--- config.mk ---
export PLATFORM = sky130hd
export DESIGN_NAME = sbox_nibble_sched
export DESIGN_NICKNAME = d
export VERILOG_FILES = /design/src/rtl/sbox_nibble_sched.sv
export SDC_FILE = /design/constraint.sdc
export NUM_CORES = 1
export LEC_CHECK = 0
export BUFFER_PORTS_ARGS = -buffer_cell sky130_fd_sc_hd__buf_4
export CAP_MARGIN = 10
export CORE_MARGIN = 2
export CORE_UTILIZATION = 50
export DETAILED_ROUTE_END_ITERATION = 7
export GPL_ROUTABILITY_DRIVEN = 0
export PLACE_DENSITY = 0.77
export SYNTH_ARGS = -nofsm -noshare
export SYNTH_HDL_FRONTEND = slang
export SYNTH_SLANG_ARGS = --single-unit
export TNS_END_PERCENT = 50
--- constraint.sdc ---
create_clock -name clk -period 5.08 [get_ports clk]
set_input_delay 0 -clock clk [delete_from_list [all_inputs] [get_ports clk]]
set_output_delay 0 -clock clk [all_outputs]
set_load 0.02 [all_outputs]
--- src/rtl/sbox_nibble_sched.sv ---
// Feeds the four nibbles of a two-share 16-bit state through one shared masked SBox.
// A valid/tag pipe follows each nibble through the SBox so both shares can be reassembled.
module sbox_nibble_sched #(
  parameter int SBOX_LAT = 3
) (
  input  logic        clk,
  input  logic        rst,
  input  logic        start,
  input  logic [15:0] state_a,
  input  logic [15:0] state_b,
  input  logic [3:0]  round,
  input  logic [17:0] rnd_in,
  input  logic        rnd_valid,
  output logic        rnd_ack,
  output logic [3:0]  sb_a_in,
  output logic [3:0]  sb_b_in,
  output logic [17:0] sb_rnd,
  output logic [3:0]  sb_round,
  input  logic [3:0]  sb_a_out,
  input  logic [3:0]  sb_b_out,
  output logic [15:0] out_a,
  output logic [15:0] out_b,
  output logic        busy,
  output logic        done,
  output logic        rnd_err
);

  typedef enum logic [1:0] {IDLE, ISSUE, DRAIN, DONE} st_e;

  st_e         st_q, st_d;
  logic [15:0] a_q, a_d, b_q, b_d;
  logic [15:0] oa_q, oa_d, ob_q, ob_d;
  logic [3:0]  rd_q, rd_d;
  logic [1:0]  idx_q, idx_d;
  logic [17:0] rnd_q;
  logic        err_q, err_d;

  logic [SBOX_LAT-1:0]      vld_q;
  logic [SBOX_LAT-1:0][1:0] tag_q;

  logic       issue, inflight, cap;
  logic [1:0] cap_tag, nib;

  assign issue    = (st_q == ISSUE) && rnd_valid;
  assign inflight = |vld_q;
  assign cap      = vld_q[SBOX_LAT-1];
  assign cap_tag  = tag_q[SBOX_LAT-1];
  // idx 0 is the most significant nibble
  assign nib      = ~idx_q;

  assign rnd_ack  = issue | inflight;
  assign sb_a_in  = issue ? a_q[{nib, 2'b00} +: 4] : 4'h0;
  assign sb_b_in  = issue ? b_q[{nib, 2'b00} +: 4] : 4'h0;
  assign sb_rnd   = (rnd_ack && rnd_valid) ? rnd_in : rnd_q;
  assign sb_round = rd_q;
  assign out_a    = oa_q;
  assign out_b    = ob_q;
  assign busy     = (st_q == ISSUE) || (st_q == DRAIN);
  assign done     = (st_q == DONE);
  assign rnd_err  = err_q;

  always_comb begin
    st_d  = st_q;
    a_d   = a_q;
    b_d   = b_q;
    rd_d  = rd_q;
    idx_d = idx_q;
    oa_d  = oa_q;
    ob_d  = ob_q;
    // the SBox cannot stall, so missing randomness under in-flight work is only flagged
    err_d = err_q | (inflight & ~rnd_valid);
    if (cap) begin
      oa_d[{~cap_tag, 2'b00} +: 4] = sb_a_out;
      ob_d[{~cap_tag, 2'b00} +: 4] = sb_b_out;
    end
    case (st_q)
      IDLE: if (start) begin
        a_d   = state_a;
        b_d   = state_b;
        rd_d  = round;
        oa_d  = 16'h0;
        ob_d  = 16'h0;
        idx_d = 2'd0;
        st_d  = ISSUE;
      end
      ISSUE: if (rnd_valid) begin
        idx_d = idx_q + 2'd1;
        if (idx_q == 2'd3) st_d = DRAIN;
      end
      DRAIN: if (cap && cap_tag == 2'd3) st_d = DONE;
      DONE:  st_d = IDLE;
      default: st_d = IDLE;
    endcase
  end

  always_ff @(posedge clk or negedge rst) begin
    if (!rst) begin
      st_q  <= IDLE;
      a_q   <= '0;
      b_q   <= '0;
      rd_q  <= '0;
      idx_q <= '0;
      oa_q  <= '0;
      ob_q  <= '0;
      rnd_q <= '0;
      err_q <= 1'b0;
      vld_q <= '0;
      tag_q <= '0;
    end else begin
      st_q     <= st_d;
      a_q      <= a_d;
      b_q      <= b_d;
      rd_q     <= rd_d;
      idx_q    <= idx_d;
      oa_q     <= oa_d;
      ob_q     <= ob_d;
      rnd_q    <= sb_rnd;
      err_q    <= err_d;
      vld_q[0] <= issue;
      tag_q[0] <= idx_q;
      for (int i = 1; i < SBOX_LAT; i++) begin
        vld_q[i] <= vld_q[i-1];
        tag_q[i] <= tag_q[i-1];
      end
    end
  end

endmodule

======== Word level (Yosys, flattened, before mapping) ========
Cells that the tools add are included.
storage, ports and cells
  bits in registers ....................... 100
  latch bits .............................. 0
  memory bits (writable) .................. 0
  bits in read-only memories .............. 0
  bits of input ports ..................... 66
  output and inout bits ................... 66
  word-level logic and storage cells ...... 64
  memories kept ........................... 0
cells by class
  $add $sub $neg .......................... 2
  $mul .................................... 0
  divide/modulo/power cells ............... 0
  $lt $le $gt $ge ......................... 0
  eq/ne operators ......................... 9
  shift operators ......................... 5
  multiplexer cells ....................... 19
  bitwise operators ....................... 6
  reduce and logical (&&, ||, !) cells .... 10
operators with widths
  operator                                               count
  two-way mux 16 bit                                     6
  bitwise mux 16 bit                                     2
  variable part select 16 x 5 -> 4 bit                   2
  variable part select 4 x 6 -> 16 bit                   2
  two-way mux 18 bit                                     1
  variable shift 4 x 6 -> 16 bit (first input constant)  1
  two-way mux 2 bit                                      6
  == test 2 bit (second input constant)                  4
  two-way mux 4 bit                                      2
  one-hot mux 2 bit (4 select lines)                     1
  negator 4 -> 6 bit                                     1
  != test 2 x 1 -> 1 bit (second input constant)         2
  != test 2 bit (second input constant)                  2
  inverter 2 bit                                         2
  one-hot mux 2 bit (2 select lines)                     1
  AND reduction 4 bit                                    1
  logical AND 1 bit                                      3
  AND reduction 3 bit                                    1
  OR reduction 3 bit                                     1
  adder 2 x 1 -> 2 bit (second input constant)           1
  == test 2 x 1 -> 1 bit (second input constant)         1
  zero test 2 bit                                        1
  bitwise OR 1 bit                                       2
  AND reduction 2 bit                                    1
  4 further kinds                                        4

======== Depth between registers and ports, before layout ========
  depth in word-level cells ............... 7
  depth in mapped cells ................... 7

======== Worst setup path before layout ========
No wires, ideal clock.
  path type ............................... register to register
  start point ............................. register st_q[1]
  end point ............................... register rnd_q[10]
  setup time .............................. 139 ps
  arrival time ............................ 1814 ps
  path slack .............................. 3127 ps
  stages on the path, launching flop included .. 7
  path buffers ............................ 2
  clock period less this slack ............ 1953 ps
  path through ............................ dfrtp_1 -> inv_1 -> ha_1 -> clkbuf_1 -> o41ai_4 -> buf_8 -> mux2_4
between the ends
  longest elaborated chain between the ends .. 5
RTL lines
  element                   line  RTL
  start: declaration        30    st_e st_q, st_d;
  start signal: assignment  110   st_q <= st_d;
  == test 2 x 1 -> 1 bit    44    assign issue = (st_q == ISSUE) && rnd_valid;
  logical AND 1 bit         44
  bitwise OR 1 bit          51    assign rnd_ack = issue | inflight;
  logical AND 1 bit         54    assign sb_rnd = (rnd_ack && rnd_valid) ? rnd_in : rnd_q;
  two-way mux 18 bit        54
  via sb_rnd[10]            17    output logic [17:0] sb_rnd,
  end signal: assignment    117   rnd_q <= sb_rnd;
  end: declaration          35    logic [17:0] rnd_q;
The timed path passes the listed nets, and every way through them passes these cells.
A chain may end at the register's enable or synchronous reset.

======== Worst setup path after layout ========
  start point ............................. register tag_q (netlist bit cap_tag[0])
  end point ............................... register oa_q[8] (netlist: out_a[8])
between the ends
  longest elaborated chain between the ends .. 7
  elaborated cells on any way between the ends .. 8
RTL lines
  element                                                                                 line  RTL
  start: declaration                                                                      39    logic [SBOX_LAT-1:0][1:0] tag_q;
  start signal: indexed assignment                                                        123   tag_q[i] <= tag_q[i-1];
  inverter 2 bit (*)                                                                      73    oa_d[{~cap_tag, 2'b00} +: 4] = sb_a_out;
  negator 4 -> 6 bit (*)                                                                  73
  variable part select 4 x 6 -> 16 bit or variable shift 4 x 6 -> 16 bit (tied branches)  73
  bitwise mux 16 bit (*)                                                                  73
  two-way mux 16 bit (*)                                                                  72    if (cap) begin
  two-way mux 16 bit                                                                      77    IDLE: if (start) begin
  two-way mux 16 bit (*)                                                                  76    case (st_q)
  via oa_d[8]                                                                             32    logic [15:0] oa_q, oa_d, ob_q, ob_d;
  end signal: assignment                                                                  103   oa_q <= '0;
  end signal: assignment                                                                  115   oa_q <= oa_d;
  end: declaration                                                                        32
Mark *: on every way through the listed nets, which the timed path passes. The rest lies on a longest branch.

==> results.md <==
- Status: complete, no violations
- Switch Pwr: approximately 0.3 mW
- Post-Syn Nets: a little over 400
- DRT antenna net count: 0
- Placed inst area: approximately 5400 sq um
- Yosys warning count: 0
- Skew-Pair Late Insertion Delay: about 0.36 ns
- Critical path origin: cap_tag[0]
- Final #Nets: roughly 610
- Fin. max-slew vios: 0
- Post-DP HPWL: around 6500 microns
- Post-synthesis mux area share: 0.1894
- Drt drc: 0
- Post-synth EDFFs: 0
- Total core area: between 8000 and 9000 sq um
- Most frequent cells in the layout: 134 x buf_4, 100 x dfrtp_1, 65 x dlygate4sd3_1
- Seq pwr share: 0.565
- Wirelength per Cell: about 16 microns
- CTS H-tree lvls: 3
- Sink Count: 100
- Synth Instances: ~340
- Die Area: 9481 sq um
- Async S/R FF share, synth: 1.000
- Ys flop type: dfrtp_1
- Critical path fanouts, max: 15
- Share of total power in combinational logic: 0.075
- Synth Area in Simple Gates: 0.1085
- Clock share of power: 0.361
- Net Sw Frac: 0.2155
- Synth Area in XOR/XNOR: 0
- Synth Area in Adders: 0.03157
- Vias: between 3,000 and 4,000
- Rows: 34
- Final Cycle Share: 0.5218
- Tmin final: about 2.7 ns
- DR iter-0 viols: 136
- Initial antenna violation count: 0
- Vias per cell: approximately 5.2
- Bufs on Longest Clock Path: 2
- Starting Density: 0.5073
- Most common cell after layout, fill and taps aside: buf_4
- Internal Power: 1.106 mW
- Synth Area in Compound Gates: 0.06774
- Worst Reg-to-Reg Cells: 5
- Maximum vdd drop: approximately 0.15 mV
- Main combinational cell family by area after synthesis: multiplexers
- CP Class: reg2reg
- Post-CTS Repair Setup Buffers: 0
- Unique cell type count in the Yosys netlist: 36
- Pre-CTS WS: ~2.6 ns
- Crit path DAT: approximately 3 ns
- PwrDens: ~230 nW/um^2
- Final setup TNS: 0 ns
- GRT Util Overall: 0.2224
- Share of layout cells above drive strength 1: 0.4101
- CTS tree: built
- Crit end category: register
- Die H: 97.37 microns
- R2R setup slack: around 2.4 ns
- Setup ws final: approximately 2.4 ns
- Critical R2R Launch: cap_tag[0]
- Clock slew at reported path FFs: about 0.10 ns
- Final Skew: between 0.01 and 0.015 ns
- Leakage: between 3 and 4 nW
- Upper clock frequency limit: ~0.38 GHz
- CTS Buf Count: 9
- Design Area, Final: around 6300 sq um
- Hold Slack: between 0.06 and 0.07 ns
- Syn_area_per_cell: about 13 sq um
- Worst min path class: in2async
- Worst r2r dst: out_a[8]
- Actual slew at the worst max-slew pin: 1.214 ns
- Largest net degree at the start of global routing: between 80 and 90
- Critical Path RT: approximately 5.4 ns
- Die W: ~97 microns
- CP Launch Type: register
- Hold Vio Cnt, Final: 0
- Layout area overhead: 43.60%
- Ant diodes: 0
- Setup violations, final: 0
- IO Pins: about 130
- Post-synthesis sequential area ratio: 0.5741
- Max cap viols: 0
- RSZ-0062 raised after global routing: no
- First-pass DRT Iterations: 4
- Clk root buf: clkbuf_8
- Global-route wire length before repair: ~17,000 microns
- Vias in the first global route: ~3,500
- Mapped cell area: between 4000 and 5000 sq um
- Relative slew slack: 0.1795
- Port bufs: 131
- Total grt overflow: 0
- Post-Route WL: between 10,000 and 15,000 microns
- Flops & latches, synth: 100
worst max path at each step:
stage                     slack (ns)        end
after floorplan                 3.13  rnd_q[10]
after global placement          2.68   out_b[8]
after detailed placement        2.55   out_a[9]
after CTS                       2.53   out_a[9]
after global routing            2.28  out_b[11]
final                           2.43   out_a[8]
kinds of logic (layout without fill, tap and decap cells):
logic type | count (synthesis) | count (layout)
DFF | 100 | 100
and+or+nand+nor | 95 | 95
AOI/OAI and AO/OA | 43 | 43
buffers and inverters | 27 | 223
muxes | 62 | 62
adders and majority gates | 11 | 11
cell type report:
type | count | area, sq um
Clock inverter | 5 | 60.06
Multi-Input combinational cell | 211 | 1733
Clock buffer | 11 | 141.4
Inverter | 7 | 26.28
Tap cell | 108 | 135.1
Timing Repair Buffer | 200 | 1662
Sequential cell | 100 | 2502
Fill cell | 598 | 2333
cells in the mapped netlist (all sizes together) (2+ instances only):
library cell  number  area [sq um]
dfrtp            100          2502
mux2              54         645.6
nand2             40         150.1
a21oi             25         125.1
nand3             16         80.08
clkbuf            11         41.29
ha                11         137.6
buf                9         57.55
mux4               8         180.2
nor2               8         30.03
nor2b              8         50.05
or3                8         50.05
a32oi              7         61.31
inv                7         26.28
nand2b             4         25.02
and2               3         21.27
a21bo              2         20.02
and3               2         12.51
nor3b              2         20.02
nor4bb             2         20.02
o22ai              2         12.51
stage by stage:
stage	power, mW	instances	util
after floorplan	0.8150	338	-
after global placement	0.8753	560	0.6287
after detailed placement	0.8760	560	0.6287
after CTS	1.424	641	0.7279
after global routing	1.467	642	0.7285
final	1.410	642	0.7285
state kept, by name, indices dropped and copies added (netlist names), 3 cells and up:
| register | flops |
|---|---|
| a_q | 16 |
| b_q | 16 |
| out_a | 16 |
| out_b | 16 |
| rnd_q | 18 |
| sb_round | 4 |
| tag_q | 4 |
| vld_q | 3 |
layer usage:
metal / vias to the layer above / GRT usage / wire length [microns]
li1: 1576 / - / -
met1: 1657 / 0.2803 / 4172
met2: 114 / 0.3915 / 5365
met3: 14 / 0.04460 / 591
met4: 0 / 0.06197 / 151
met5: - / 0 / 0
power by group through the flow:
stage | Clock (mW) | Sequential, mW | Combinational [mW]
CTS | 0.524 | 0.796 | 0.104
detailed placement | 0 | 0.812 | 0.0643
global route | 0.558 | 0.796 | 0.114
global placement | 0 | 0.812 | 0.0636
finish | 0.509 | 0.796 | 0.105
floorplan | 0 | 0.812 | 0.00257
worst max-delay path, cell delays in order (launching register included):
cell and delay [ns]:
dfrtp_1 0.64, inv_1 0.13, ha_1 0.37, nor4bb_1 1.04
nand3_1 0.19, a21oi_1 0.21
repair_timing:
item                                    in CTS  in global routing
resized for setup                            0                  0
hold buffers                                65                  0
endpoints found under the hold margin       94                  0
endpoints found under the setup margin       0                  0
No activity file was read; power rests on OpenSTA's default activity.
